**config.mk**
```make
export PLATFORM = sky130hd
export DESIGN_NAME = mem_port_arbiter
export DESIGN_NICKNAME = d
export VERILOG_FILES = /design/src/rtl/mem_port_arbiter.sv
export SDC_FILE = /design/constraint.sdc
export NUM_CORES = 1
export LEC_CHECK = 0
export CAP_MARGIN = 15
export CORE_AREA = 3 3 90 100
export DETAILED_ROUTE_END_ITERATION = 12
export DIE_AREA = 0 0 93 103
export PLACE_DENSITY = 0.8
export SYNTH_ARGS = -nofsm -noshare
export SYNTH_HDL_FRONTEND = slang
export SYNTH_SLANG_ARGS = --single-unit
```
**constraint.sdc**
```tcl
create_clock -name clk -period 2.25 [get_ports clk]
set_clock_uncertainty 0.1 [all_clocks]
set_input_delay 0.45 -clock clk [delete_from_list [all_inputs] [get_ports clk]]
set_output_delay 0.45 -clock clk [all_outputs]
set_load 0.005 [all_outputs]
```
**src/rtl/mem_port_arbiter.sv**
```systemverilog
// mem_port_arbiter: shares one fixed-latency single-ported memory between
// the instruction-fetch port (I) and the MEM-stage data port (D).
// Ports: clk, reset_n (async, active low);
//   I: i_readM, i_address -> i_data, i_ready;
//   D: d_readM, d_writeM, d_address, d_wdata -> d_rdata, d_ready;
//   M: m_readM, m_writeM, m_address, m_wdata <- m_rdata.
// Low ready means the request is waiting or in service; the datapath stalls on it.
// Optional macro MEM_ARB_FAIR_EN: alternate grants when both ports request.
// Without the macro, D has strict priority.
module mem_port_arbiter #(
    parameter int WORD_SIZE = 16,
    parameter int LATENCY   = 2
) (
    input  logic                 clk,
    input  logic                 reset_n,
    input  logic                 i_readM,
    input  logic [WORD_SIZE-1:0] i_address,
    output logic [WORD_SIZE-1:0] i_data,
    output logic                 i_ready,
    input  logic                 d_readM,
    input  logic                 d_writeM,
    input  logic [WORD_SIZE-1:0] d_address,
    input  logic [WORD_SIZE-1:0] d_wdata,
    output logic [WORD_SIZE-1:0] d_rdata,
    output logic                 d_ready,
    output logic                 m_readM,
    output logic                 m_writeM,
    output logic [WORD_SIZE-1:0] m_address,
    output logic [WORD_SIZE-1:0] m_wdata,
    input  logic [WORD_SIZE-1:0] m_rdata
);

    typedef enum logic [1:0] {
        IDLE = 2'd0,
        BUSY = 2'd1,
        DONE = 2'd2
    } state_t;

    localparam logic [3:0] CNT_INIT = 4'(LATENCY - 1);

    state_t               state;
    state_t               state_nxt;
    logic [3:0]           cnt;
    logic                 gnt_d;
    logic                 op_wr;
    logic [WORD_SIZE-1:0] addr_q;
    logic [WORD_SIZE-1:0] wdata_q;
    logic [WORD_SIZE-1:0] i_data_q;
    logic [WORD_SIZE-1:0] d_rdata_q;

    logic any_d;
    logic take;
    logic take_d;

    assign any_d = d_readM | d_writeM;
    assign take  = any_d | i_readM;

`ifdef MEM_ARB_FAIR_EN
    logic last_d;

    // D normally wins; a D grant last time yields to a waiting I.
    assign take_d = any_d & ~(i_readM & last_d);

    always_ff @(posedge clk or negedge reset_n) begin
        if (!reset_n) begin
            last_d <= 1'b0;
        end else if (state == IDLE && take) begin
            last_d <= take_d;
        end
    end
`else
    assign take_d = any_d;
`endif

    always_ff @(posedge clk or negedge reset_n) begin
        if (!reset_n) begin
            state <= IDLE;
        end else begin
            state <= state_nxt;
        end
    end

    always_comb begin
        state_nxt = state;
        unique case (state)
            IDLE:    if (take) state_nxt = BUSY;
            BUSY:    if (cnt == 4'd0) state_nxt = DONE;
            DONE:    state_nxt = IDLE;
            default: state_nxt = IDLE;
        endcase
    end

    always_ff @(posedge clk or negedge reset_n) begin
        if (!reset_n) begin
            cnt       <= 4'd0;
            gnt_d     <= 1'b0;
            op_wr     <= 1'b0;
            addr_q    <= '0;
            wdata_q   <= '0;
            i_data_q  <= '0;
            d_rdata_q <= '0;
        end else begin
            unique case (state)
                IDLE: begin
                    if (take) begin
                        gnt_d   <= take_d;
                        op_wr   <= take_d & d_writeM;
                        addr_q  <= take_d ? d_address : i_address;
                        wdata_q <= take_d ? d_wdata : '0;
                        cnt     <= CNT_INIT;
                    end
                end
                BUSY: begin
                    if (cnt == 4'd0) begin
                        if (!op_wr) begin
                            if (gnt_d) d_rdata_q <= m_rdata;
                            else       i_data_q  <= m_rdata;
                        end
                    end else begin
                        cnt <= cnt - 4'd1;
                    end
                end
                default: ;
            endcase
        end
    end

    assign m_readM   = (state == BUSY) & ~op_wr;
    assign m_writeM  = (state == BUSY) & op_wr;
    assign m_address = addr_q;
    assign m_wdata   = wdata_q;
    assign i_ready   = (state == DONE) & ~gnt_d;
    assign d_ready   = (state == DONE) & gnt_d;
    assign i_data    = i_data_q;
    assign d_rdata   = d_rdata_q;

endmodule

```
==> results of run 1 <==
## cell usage in the layout, fill, tap and decap left out, types with 2 or more instances in the layout
| master | synthesis | final |
|---|---|---|
| sky130_fd_sc_hd__a22o_1 | 17 | 17 |
| sky130_fd_sc_hd__buf_12 | 0 | 4 |
| sky130_fd_sc_hd__buf_4 | 0 | 4 |
| sky130_fd_sc_hd__clkbuf_8 | 0 | 9 |
| sky130_fd_sc_hd__clkdlybuf4s50_1 | 0 | 135 |
| sky130_fd_sc_hd__clkinv_2 | 0 | 3 |
| sky130_fd_sc_hd__dfrtp_1 | 72 | 72 |
| sky130_fd_sc_hd__ha_1 | 2 | 2 |
| sky130_fd_sc_hd__inv_1 | 2 | 2 |
| sky130_fd_sc_hd__mux2_2 | 65 | 65 |
| sky130_fd_sc_hd__mux2i_1 | 2 | 2 |
| sky130_fd_sc_hd__nand2b_1 | 2 | 2 |
| sky130_fd_sc_hd__nand3_1 | 4 | 4 |
| sky130_fd_sc_hd__nor2_1 | 5 | 5 |
| sky130_fd_sc_hd__nor3_1 | 2 | 2 |
| sky130_fd_sc_hd__nor3b_1 | 3 | 3 |
| sky130_fd_sc_hd__o21ai_0 | 2 | 2 |
## repair_timing
item,4_1_cts,5_1_grt
resized for setup,1,0
endpoints found under the hold margin,36,0
hold buffers,1,0
endpoints found under the setup margin,1,2
buffers inserted,0,0
## worst max-delay path by stage
stage,slack [ns],endpoint,from
2_1_floorplan,0.11,i_data[10],cnt[0]
3_3_place_gp,-0.02,m_address[6],d_writeM
3_5_place_dp,-0.11,m_wdata[1],d_readM
4_1_cts,0.02,m_readM,state[1]
5_1_grt,-0.05,m_readM,state[1]
6_report,0.03,m_readM,state[1]
## logic make-up (layout without fill, tap and decap cells)
kind of cell | count (synthesis) | in the layout | synth area share, %
simple gates | 23 | 23 | 4.91
flops | 72 | 72 | 60.9
mux | 67 | 67 | 25.4
compound gates | 22 | 22 | 6.09
fa+ha+maj | 2 | 2 | 0.846
buf+inv | 11 | 161 | 1.86
## registers in the layout, indices dropped and copies added (netlist names)
signal and flops:
gnt_d 1, i_data 16, state 2, op_wr 1, cnt 4, m_wdata 16
d_rdata 16, m_address 16
## worst max-delay path, cell delays in order, from the launching register on
cell                              delay, ns
sky130_fd_sc_hd__dfrtp_1               0.45
sky130_fd_sc_hd__nor3b_1               0.33
sky130_fd_sc_hd__clkdlybuf4s50_1       0.57
## final cells by class
cell class,count,area [um2],area share (%)
Clock buffer,9,124,2.63
Clock inverter,6,61.3,1.30
Inverter,2,7.51,0.160
Multi-Input combinational cell,114,1100,23.5
Sequential cell,72,1800,38.3
Tap cell,108,135,2.87
Timing Repair Buffer,144,1470,31.3
## per-layer routing
layer | vias up | global-route usage, %
met4 | 0 | 4.40
met2 | 74 | 28.4
met1 | 1072 | 17.5
met3 | 3 | 4.67
met5 | - | 0
li1 | 1010 | -
## per-stage QoR
| step | instance area, um2 | hold WS, ns |
|---|---|---|
| 2_1_floorplan | 2960 | 0.0544 |
| 3_3_place_gp | 4510 | 0.342 |
| 3_5_place_dp | 4510 | 0.347 |
| 4_1_cts | 4710 | 0.408 |
| 5_1_grt | 4710 | 0.416 |
| 6_report | 4710 | 0.403 |
## power groups by stage
stage                     combinational (W)  sequential, W  clock, W
after floorplan                     0.00112        0.00233         0
after global placement              0.00271        0.00230         0
after detailed placement            0.00278        0.00232         0
after CTS                           0.00280        0.00231   0.00100
after global routing                0.00296        0.00239   0.00106
final                               0.00275        0.00230  0.000968
==> flow_metrics.env, run 1 <==
export IMPL_status="finished, final reports clean"
export IMPL_synth_area_leader_cell="sky130_fd_sc_hd__dfrtp_1"
export IMPL_wl_um=7230
export IMPL_drt_initial_drc_count=50
export IMPL_maxCapViolations=0
export IMPL_num_nets_final=414
export IMPL_worstSetupPathType="register to output port"
export IMPL_final_antenna_net_count=0
export IMPL_clock_path_buffers=2
export IMPL_regToRegSetupSlack_ns=0.15
export IMPL_worst_r2r_startpoint="cnt[0]"
export IMPL_first_pass_drt_iterations=4
export IMPL_buffer_ports_inserted=136
export IMPL_post_dp_hpwl_um=5460
export IMPL_report_final_setup_viol=0
export IMPL_tritoncts="built"
export IMPL_pre_cts_ws_ns=-0.109
export IMPL_rr_endpoint="i_data[6]"
export IMPL_p_clk_share_pct=16.1
export IMPL_postSynthNetCount=268
export IMPL_core_area_um2=8000
export IMPL_finalWorstPathRequiredPeriod_ns=2.22
export IMPL_place_congestion=0.760
export IMPL_period_share_pct=98.8
export IMPL_areaGrowthSynthToFinish_pct=59.0
export IMPL_netlist_top_cells_count="72 x sky130_fd_sc_hd__dfrtp_1, 65 x sky130_fd_sc_hd__mux2_2, 17 x sky130_fd_sc_hd__a22o_1"
export IMPL_grt_first_pass_wirelength_um=11600
export IMPL_first_global_vias=2399
export IMPL_largest_net_degree_at_the_start_of_global_routing=38
export IMPL_report_power_total_w=0.00602
export IMPL_cts_made_buffers=9
export IMPL_layout_core_utilization_pct=58.8
export IMPL_synth_ff_type="sky130_fd_sc_hd__dfrtp_1"
export IMPL_post_synth_top_area_fraction_pct=60.9
export IMPL_placementRows=34
export IMPL_crit_path_start_kind="register"
export IMPL_die_width_um=93
export IMPL_cellInternalPower_w=0.00429
export IMPL_syn_inst=197
export IMPL_fp_dieArea_um2=9580
export IMPL_synth_top_cells_by_area="sky130_fd_sc_hd__dfrtp_1 61%, sky130_fd_sc_hd__mux2_2 25%, sky130_fd_sc_hd__a22o_1 5.0%"
export IMPL_synthArstFlopShare_pct=100
export IMPL_route_detailed_wl_per_inst_um=15.9
export IMPL_holdCritStartpoint="cnt[3]"
export IMPL_worst_hold_path_endpoint="cnt[3]"
export IMPL_clkLatencyLatePin_ns=0.33
export IMPL_detailroute_via_count=2159
export IMPL_ant_cells=0
export IMPL_clock_sinks=72
export IMPL_clock_root_buffer="sky130_fd_sc_hd__clkbuf_8"
export IMPL_global_route_overflow_total=0
export IMPL_drive_above_1_share_pct=26.2
export IMPL_worstPathArrival_ns=1.67
export IMPL_synth_enable_flop_cells=0
export IMPL_nFillCells=695
export IMPL_hold_viol=0
export IMPL_cts_htree_levels=3
export IMPL_share_of_total_power_in_sequential_cells_pct=38.2
export IMPL_number_of_antenna_violations_at_the_first_check_in_global_routing=0
export IMPL_synth_cell_types=25
export IMPL_drt_met1_wl_um=2880
export IMPL_route_detailed_vias_per_inst=4.75
export IMPL_top_signal_layer_used="met4"
export IMPL_yosys_cell_count_top_type="sky130_fd_sc_hd__dfrtp_1"
export IMPL_synth_area_um2=2960
export IMPL_final_setup_tns_ns=0
export IMPL_final_cell_count_no_fill=455
export IMPL_timing_worst_slew_pin_value_ns=1.12
export IMPL_setup_slack_of_the_critical_path_after_layout_ns=0.0265
export IMPL_max_freq_mhz=450
export IMPL_critical_path_endpoint_type="output port"
export IMPL_crit_path_max_fanout=7
export IMPL_synth_seq_area_share_pct=60.9
export IMPL_globalRouteTotalUtil_pct=15.5
export IMPL_grt_setup_unrepaired="true"
export IMPL_r2r_worst_path_cells=6
export IMPL_wl_met3_um=475
export IMPL_p_sw_w=0.00173
export IMPL_remaining_drc_errors=0
export IMPL_num_io_pins=137
export IMPL_p_sw_share_pct=28.8
export IMPL_critPathRequiredTime_ns=1.70
export IMPL_synthesis_yosys_warnings=0
export IMPL_power_density_cell_area_nw_per_um2=1280
export IMPL_worst_setup_hold_path_clk_slew_ns=0.07
export IMPL_pwr_share_comb_pct=45.7
export IMPL_total_leakage_power_nw=1.98
export IMPL_hold_path_stages=1
export IMPL_synthesis_area_per_instance_um2=15.0
export IMPL_placedCellCount=439
export IMPL_slew_headroom_pct=25.1
export IMPL_fp_dieH_um=103
export IMPL_power_ir_vdd_worst_uv=641
export IMPL_initial_util_pct=37.0
export IMPL_met2_length_um=3840
export IMPL_maxSlewViolCount=0
export IMPL_synth_seq_cells=72
export IMPL_holdCritPathClass="register to register"
(Power assumes the default switching activity.)
==> run 2: changes to the inputs <==
--- a/config.mk
+++ b/config.mk
@@ -5,10 +5,11 @@
 export SDC_FILE = /design/constraint.sdc
 export NUM_CORES = 1
 export LEC_CHECK = 0
+export ABC_AREA = 1
 export CAP_MARGIN = 15
-export CORE_AREA = 3 3 90 100
+export CORE_AREA = 3 3 91 102
 export DETAILED_ROUTE_END_ITERATION = 12
-export DIE_AREA = 0 0 93 103
+export DIE_AREA = 0 0 94 105
 export PLACE_DENSITY = 0.8
 export SYNTH_ARGS = -nofsm -noshare
 export SYNTH_HDL_FRONTEND = slang
==> flow_metrics.env, run 2 <==
export IMPL_buffer_ports_inserted=136
export IMPL_drive_above_1_share_pct=7.22
export IMPL_synthArstFlopShare_pct=100
export IMPL_tritoncts="built"
export IMPL_drt_initial_drc_count=103
export IMPL_wl_um=8220
export IMPL_clock_path_buffers=2
export IMPL_route_detailed_wl_per_inst_um=12.9
export IMPL_crit_path_start_kind="register"
export IMPL_num_nets_final=593
export IMPL_number_of_antenna_violations_at_the_first_check_in_global_routing=0
export IMPL_syn_inst=381
export IMPL_synth_enable_flop_cells=0
export IMPL_power_ir_vdd_worst_uv=652
export IMPL_holdCritStartpoint="i_data[1]"
export IMPL_remaining_drc_errors=0
export IMPL_synthesis_yosys_warnings=0
export IMPL_synth_seq_cells=72
export IMPL_final_antenna_net_count=0
export IMPL_post_dp_hpwl_um=6180
export IMPL_synth_seq_area_share_pct=57.7
export IMPL_core_area_um2=8320
export IMPL_clkLatencyLatePin_ns=0.33
export IMPL_holdCritPathClass="register to register"
export IMPL_power_density_cell_area_nw_per_um2=1290
export IMPL_fp_dieH_um=105
export IMPL_synth_cell_types=20
export IMPL_postSynthNetCount=452
export IMPL_worst_setup_hold_path_clk_slew_ns=0.07
export IMPL_place_congestion=0.746
export IMPL_critical_path_endpoint_type="output port"
export IMPL_synth_ff_type="sky130_fd_sc_hd__dfrtp_1"
export IMPL_timing_critical_path_from="gnt_d"
export IMPL_synth_top_cells_by_area="sky130_fd_sc_hd__dfrtp_1 58%, sky130_fd_sc_hd__nand2_1 26%, sky130_fd_sc_hd__nand3_1 5.4%"
export IMPL_fp_dieArea_um2=9870
export IMPL_placedCellCount=620
export IMPL_placementRows=35
export IMPL_status="finished, final reports clean"
export IMPL_hold_viol=0
export IMPL_crit_path_max_fanout=4
export IMPL_slew_headroom_pct=58.5
export IMPL_timing_worst_slew_pin_value_ns=0.620
export IMPL_synthesis_area_per_instance_um2=8.20
export IMPL_ant_cells=0
export IMPL_first_global_vias=3003
export IMPL_worstSetupPathType="register to output port"
export IMPL_report_power_total_w=0.00617
export IMPL_synth_area_um2=3120
export IMPL_critPathRequiredTime_ns=1.70
export IMPL_mostFrequentLayoutCell="sky130_fd_sc_hd__nand2_1"
export IMPL_cts_htree_levels=3
export IMPL_finalWorstPathRequiredPeriod_ns=2.13
export IMPL_detailroute_via_count=2907
export IMPL_largest_net_degree_at_the_start_of_global_routing=38
export IMPL_route_detailed_vias_per_inst=4.56
export IMPL_num_io_pins=137
export IMPL_globalRouteTotalUtil_pct=17.5
export IMPL_cts_made_buffers=9
export IMPL_worst_r2r_startpoint="cnt[0]"
export IMPL_period_share_pct=94.8
export IMPL_synth_area_leader_cell="sky130_fd_sc_hd__dfrtp_1"
export IMPL_die_width_um=94
export IMPL_report_final_setup_viol=0
export IMPL_maxCapViolations=0
export IMPL_most_common_layout_cells="217 x sky130_fd_sc_hd__nand2_1, 134 x sky130_fd_sc_hd__clkdlybuf4s50_1, 71 x sky130_fd_sc_hd__dfrtp_1, 34 x sky130_fd_sc_hd__nand3_1, 10 x sky130_fd_sc_hd__nor2_1"
export IMPL_areaGrowthSynthToFinish_pct=53.0
export IMPL_grt_first_pass_wirelength_um=13800
export IMPL_max_freq_mhz=469
export IMPL_maxSlewViolCount=0
export IMPL_initial_util_pct=37.5
export IMPL_final_cell_count_no_fill=637
export IMPL_clock_root_buffer="sky130_fd_sc_hd__clkbuf_8"
export IMPL_netlist_top_cells_count="217 x sky130_fd_sc_hd__nand2_1, 72 x sky130_fd_sc_hd__dfrtp_1, 34 x sky130_fd_sc_hd__nand3_1"
export IMPL_clock_sinks=72
export IMPL_post_synth_top_area_fraction_pct=57.7
export IMPL_global_route_overflow_total=0
export IMPL_total_leakage_power_nw=2.39
export IMPL_first_pass_drt_iterations=4
export IMPL_worstPathArrival_ns=1.58
export IMPL_yosys_cell_count_top_type="sky130_fd_sc_hd__nand2_1"
run 2: worst max-delay path: stages, from the launching register on:
cell	delay (ns)
sky130_fd_sc_hd__dfrtp_1	0.41
sky130_fd_sc_hd__inv_1	0.12
sky130_fd_sc_hd__nor3_1	0.17
sky130_fd_sc_hd__clkdlybuf4s50_1	0.55
run 2: cell families (layout without fill, tap and decap cells):
kind of cell	count (synthesis)	count (layout)	share of synthesized area, %
compound gates	6	6	0.961
simple gates	273	273	35.9
xor+xnor	1	1	0.280
fa+ha+maj	2	2	0.801
buf+inv	27	172	4.41
flops	72	72	57.7
run 2: area by class of cell:
cell class                      instances  area [um2]
Multi-Input combinational cell        282        1190
Fill cell                             755        3540
Clock buffer                            9         124
Inverter                               12        45.0
Timing Repair Buffer                  145        1440
Tap cell                              111         139
Clock inverter                          6        36.3
Sequential cell                        72        1800
run 2: worst paths after layout:
path	end	slack, ns	cells past startpoint
max	d_ready	0.12	3
min	i_data[1]	0.38	2
max reg2reg	i_data[4]	0.48	7
min reg2reg	i_data[1]	0.38	2
max in group asynchronous	m_wdata[2]	0.98	3
min in group asynchronous	d_rdata[0]	0.51	2
run 2: power breakdown:
group | leakage [nW] | switching (W) | internal, W
clock network | 0.0850 | 0.000476 | 0.000390
registers | 0.881 | 0.000385 | 0.00194
logic | 1.42 | 0.00139 | 0.00159
run 2: per-stage QoR:
stage	worst slack, ns	hold slack (ns)	cell area [um2]	util (%)	TNS, ns
after global placement	0.213	0.339	4600	55.2	0
after floorplan	0.742	0.0544	3120	-	0
final	0.117	0.382	4780	57.4	0
after CTS	0.0173	0.378	4770	57.3	0
after global routing	-0.0125	0.403	4780	57.4	-0.0125
after detailed placement	0.160	0.344	4600	55.2	0
run 2: repair_timing:
| item | in CTS | in global routing |
|---|---|---|
| hold buffers | 1 | 0 |
| hold endpoints to repair | 36 | 0 |
| gates resized for setup | 1 | 2 |
| endpoints found under the setup margin | 1 | 1 |
| setup buffers | 0 | 1 |
run 2: layer usage:
layer | vias to the layer above | global-route usage (%) | wire, um
met4 | 0 | 4.95 | 64
met5 | - | 0 | 0
met1 | 1350 | 21.6 | 3540
met2 | 94 | 29.9 | 4060
li1 | 1456 | - | -
met3 | 7 | 4.68 | 559
==> run 3: changes to the inputs <==
--- a/config.mk
+++ b/config.mk
@@ -10,7 +10,8 @@
 export CORE_AREA = 3 3 91 102
 export DETAILED_ROUTE_END_ITERATION = 12
 export DIE_AREA = 0 0 94 105
-export PLACE_DENSITY = 0.8
+export PLACE_DENSITY = 0.71
+export SKIP_CTS_REPAIR_TIMING = 1
 export SYNTH_ARGS = -nofsm -noshare
 export SYNTH_HDL_FRONTEND = slang
 export SYNTH_SLANG_ARGS = --single-unit
==> flow_metrics.env, run 3 (synthesis gave the netlist of run 2 again) <==
export IMPL_worst_setup_hold_path_clk_slew_ns=0.08
export IMPL_num_io_pins=137
export IMPL_final_antenna_net_count=0
export IMPL_routing_usage_on_met1_pct=22.9
export IMPL_initial_util_pct=37.5
export IMPL_critical_path_endpoint_type="output port"
export IMPL_drt_initial_drc_count=77
export IMPL_worst_hold_check_slack_ns=0.374
export IMPL_place_congestion=0.842
export IMPL_crit_path_max_fanout=4
export IMPL_remaining_drc_errors=0
export IMPL_p_sw_w=0.00228
export IMPL_maxCapViolations=0
export IMPL_number_of_antenna_violations_at_the_first_check_in_global_routing=0
export IMPL_most_common_layout_cells="217 x sky130_fd_sc_hd__nand2_1, 134 x sky130_fd_sc_hd__clkdlybuf4s50_1, 71 x sky130_fd_sc_hd__dfrtp_1, 34 x sky130_fd_sc_hd__nand3_1, 13 x sky130_fd_sc_hd__buf_4"
export IMPL_slew_headroom_pct=71.7
export IMPL_share_of_total_power_in_sequential_cells_pct=35.9
export IMPL_pwr_share_comb_pct=46.9
export IMPL_grt_util_met3_pct=5.54
export IMPL_report_final_setup_viol=0
export IMPL_drive_above_1_share_pct=8.27
export IMPL_power_density_cell_area_nw_per_um2=1330
export IMPL_globalRouteTotalUtil_pct=18.1
export IMPL_fp_dieH_um=105
export IMPL_grt_first_pass_wirelength_um=14400
export IMPL_maxSlewViolCount=0
export IMPL_holdCritPathClass="register to register"
export IMPL_post_dp_hpwl_um=6590
export IMPL_largest_net_degree_at_the_start_of_global_routing=30
export IMPL_period_share_pct=95.5
export IMPL_status="finished, final reports clean"
export IMPL_tritoncts="built"
export IMPL_max_freq_mhz=465
export IMPL_grt_setup_unrepaired="false"
export IMPL_buffer_ports_inserted=136
export IMPL_clock_path_buffers=2
export IMPL_busiest_layer="met2"
export IMPL_p_sw_share_pct=35.0
export IMPL_clock_sinks=72
export IMPL_worstSetupPathType="register to output port"
export IMPL_route_detailed_vias_per_inst=4.54
export IMPL_route_detailed_wl_per_inst_um=13.4
export IMPL_detailroute_via_count=2919
export IMPL_first_pass_drt_iterations=5
export IMPL_final_setup_tns_ns=0
export IMPL_crit_path_start_kind="register"
export IMPL_cts_made_buffers=9
export IMPL_placementRows=35
export IMPL_die_width_um=94
export IMPL_global_route_overflow_total=0
export IMPL_power_ir_vdd_worst_uv=429
export IMPL_p_clk_share_pct=17.2
export IMPL_first_global_vias=3007
export IMPL_clkLatencyLatePin_ns=0.33
export IMPL_clock_root_buffer="sky130_fd_sc_hd__clkbuf_8"
export IMPL_mostFrequentLayoutCell="sky130_fd_sc_hd__nand2_1"
export IMPL_total_leakage_power_nw=2.43
export IMPL_wl_um=8600
export IMPL_cts_htree_levels=3
export IMPL_worstPathArrival_ns=1.60
export IMPL_finalWorstPathRequiredPeriod_ns=2.15
export IMPL_critPathRequiredTime_ns=1.70
export IMPL_hold_viol=0
export IMPL_cellInternalPower_w=0.00423
export IMPL_areaGrowthSynthToFinish_pct=56.4
export IMPL_timing_worst_slew_pin_value_ns=0.424
export IMPL_ant_cells=0
export IMPL_num_nets_final=598
export IMPL_core_area_um2=8320
export IMPL_grt_util_met2_pct=29.2
export IMPL_fp_dieArea_um2=9870
run 3: cell types whose count changed in the layout (fill, tap and decap cells not counted), sizes merged:
cell | before | now
bufinv | 0 | 2
inv | 13 | 12
clkinv | 4 | 1
buf | 9 | 14
clkinvlp | 1 | 2
clkbuf | 9 | 11
run 3: per-stage QoR:
stage                     utilization, %  worst slack [ns]  power, W  instances  instance area [um2]
after detailed placement            55.6             0.257   0.00539        624                 4630
after global placement              55.6             0.315   0.00532        624                 4630
final                               58.7             0.101   0.00651        643                 4880
after global routing                58.7            0.0393   0.00705        643                 4880
after floorplan                        -             0.742   0.00365        381                 3120
after CTS                           58.3           -0.0593   0.00654        640                 4850
run 3: layout make-up:
class                   instances  area, um2
clock buffers                  11        141
clock inverters                 5       80.1
fillers                       747       3440
inverters                      12       47.5
multi-input cells             282       1190
flip-flops and latches         72       1800
well taps                     111        139
repair buffers                150       1480
run 3: final timing paths:
path / startpoint / endpoint / slack [ns] / depth (start not counted)
worst min-delay path: m_wdata[7] / m_wdata[7] / 0.37 / 2
max in group asynchronous: reset_n / i_data[11] / 0.99 / 3
worst max-delay path: state[0] / i_ready / 0.10 / 2
worst min register to register: m_wdata[7] / m_wdata[7] / 0.37 / 2
worst max register to register: cnt[0] / i_data[12] / 0.50 / 7
min in group asynchronous: reset_n / m_wdata[0] / 0.48 / 2
run 3: power by group through the flow:
stage          logic (W)  registers (W)  clock network (W)
2_1_floorplan    0.00131        0.00234                  0
3_3_place_gp     0.00298        0.00233                  0
3_5_place_dp     0.00305        0.00234                  0
4_1_cts          0.00306        0.00233            0.00115
5_1_grt          0.00341        0.00242            0.00122
6_report         0.00305        0.00234            0.00112
run 3: critical path, cell delays in order (launching register included):
cell and delay (ns):
sky130_fd_sc_hd__dfrtp_2 0.46, sky130_fd_sc_hd__nor3_1 0.25, sky130_fd_sc_hd__clkdlybuf4s50_1 0.55
run 3: routing by layer:
| metal | part of all wire [%] | up-vias |
|---|---|---|
| met5 | 0 | - |
| met4 | 1.4 | 0 |
| met3 | 8.9 | 11 |
| met2 | 48 | 118 |
| met1 | 42 | 1325 |
| li1 | - | 1465 |
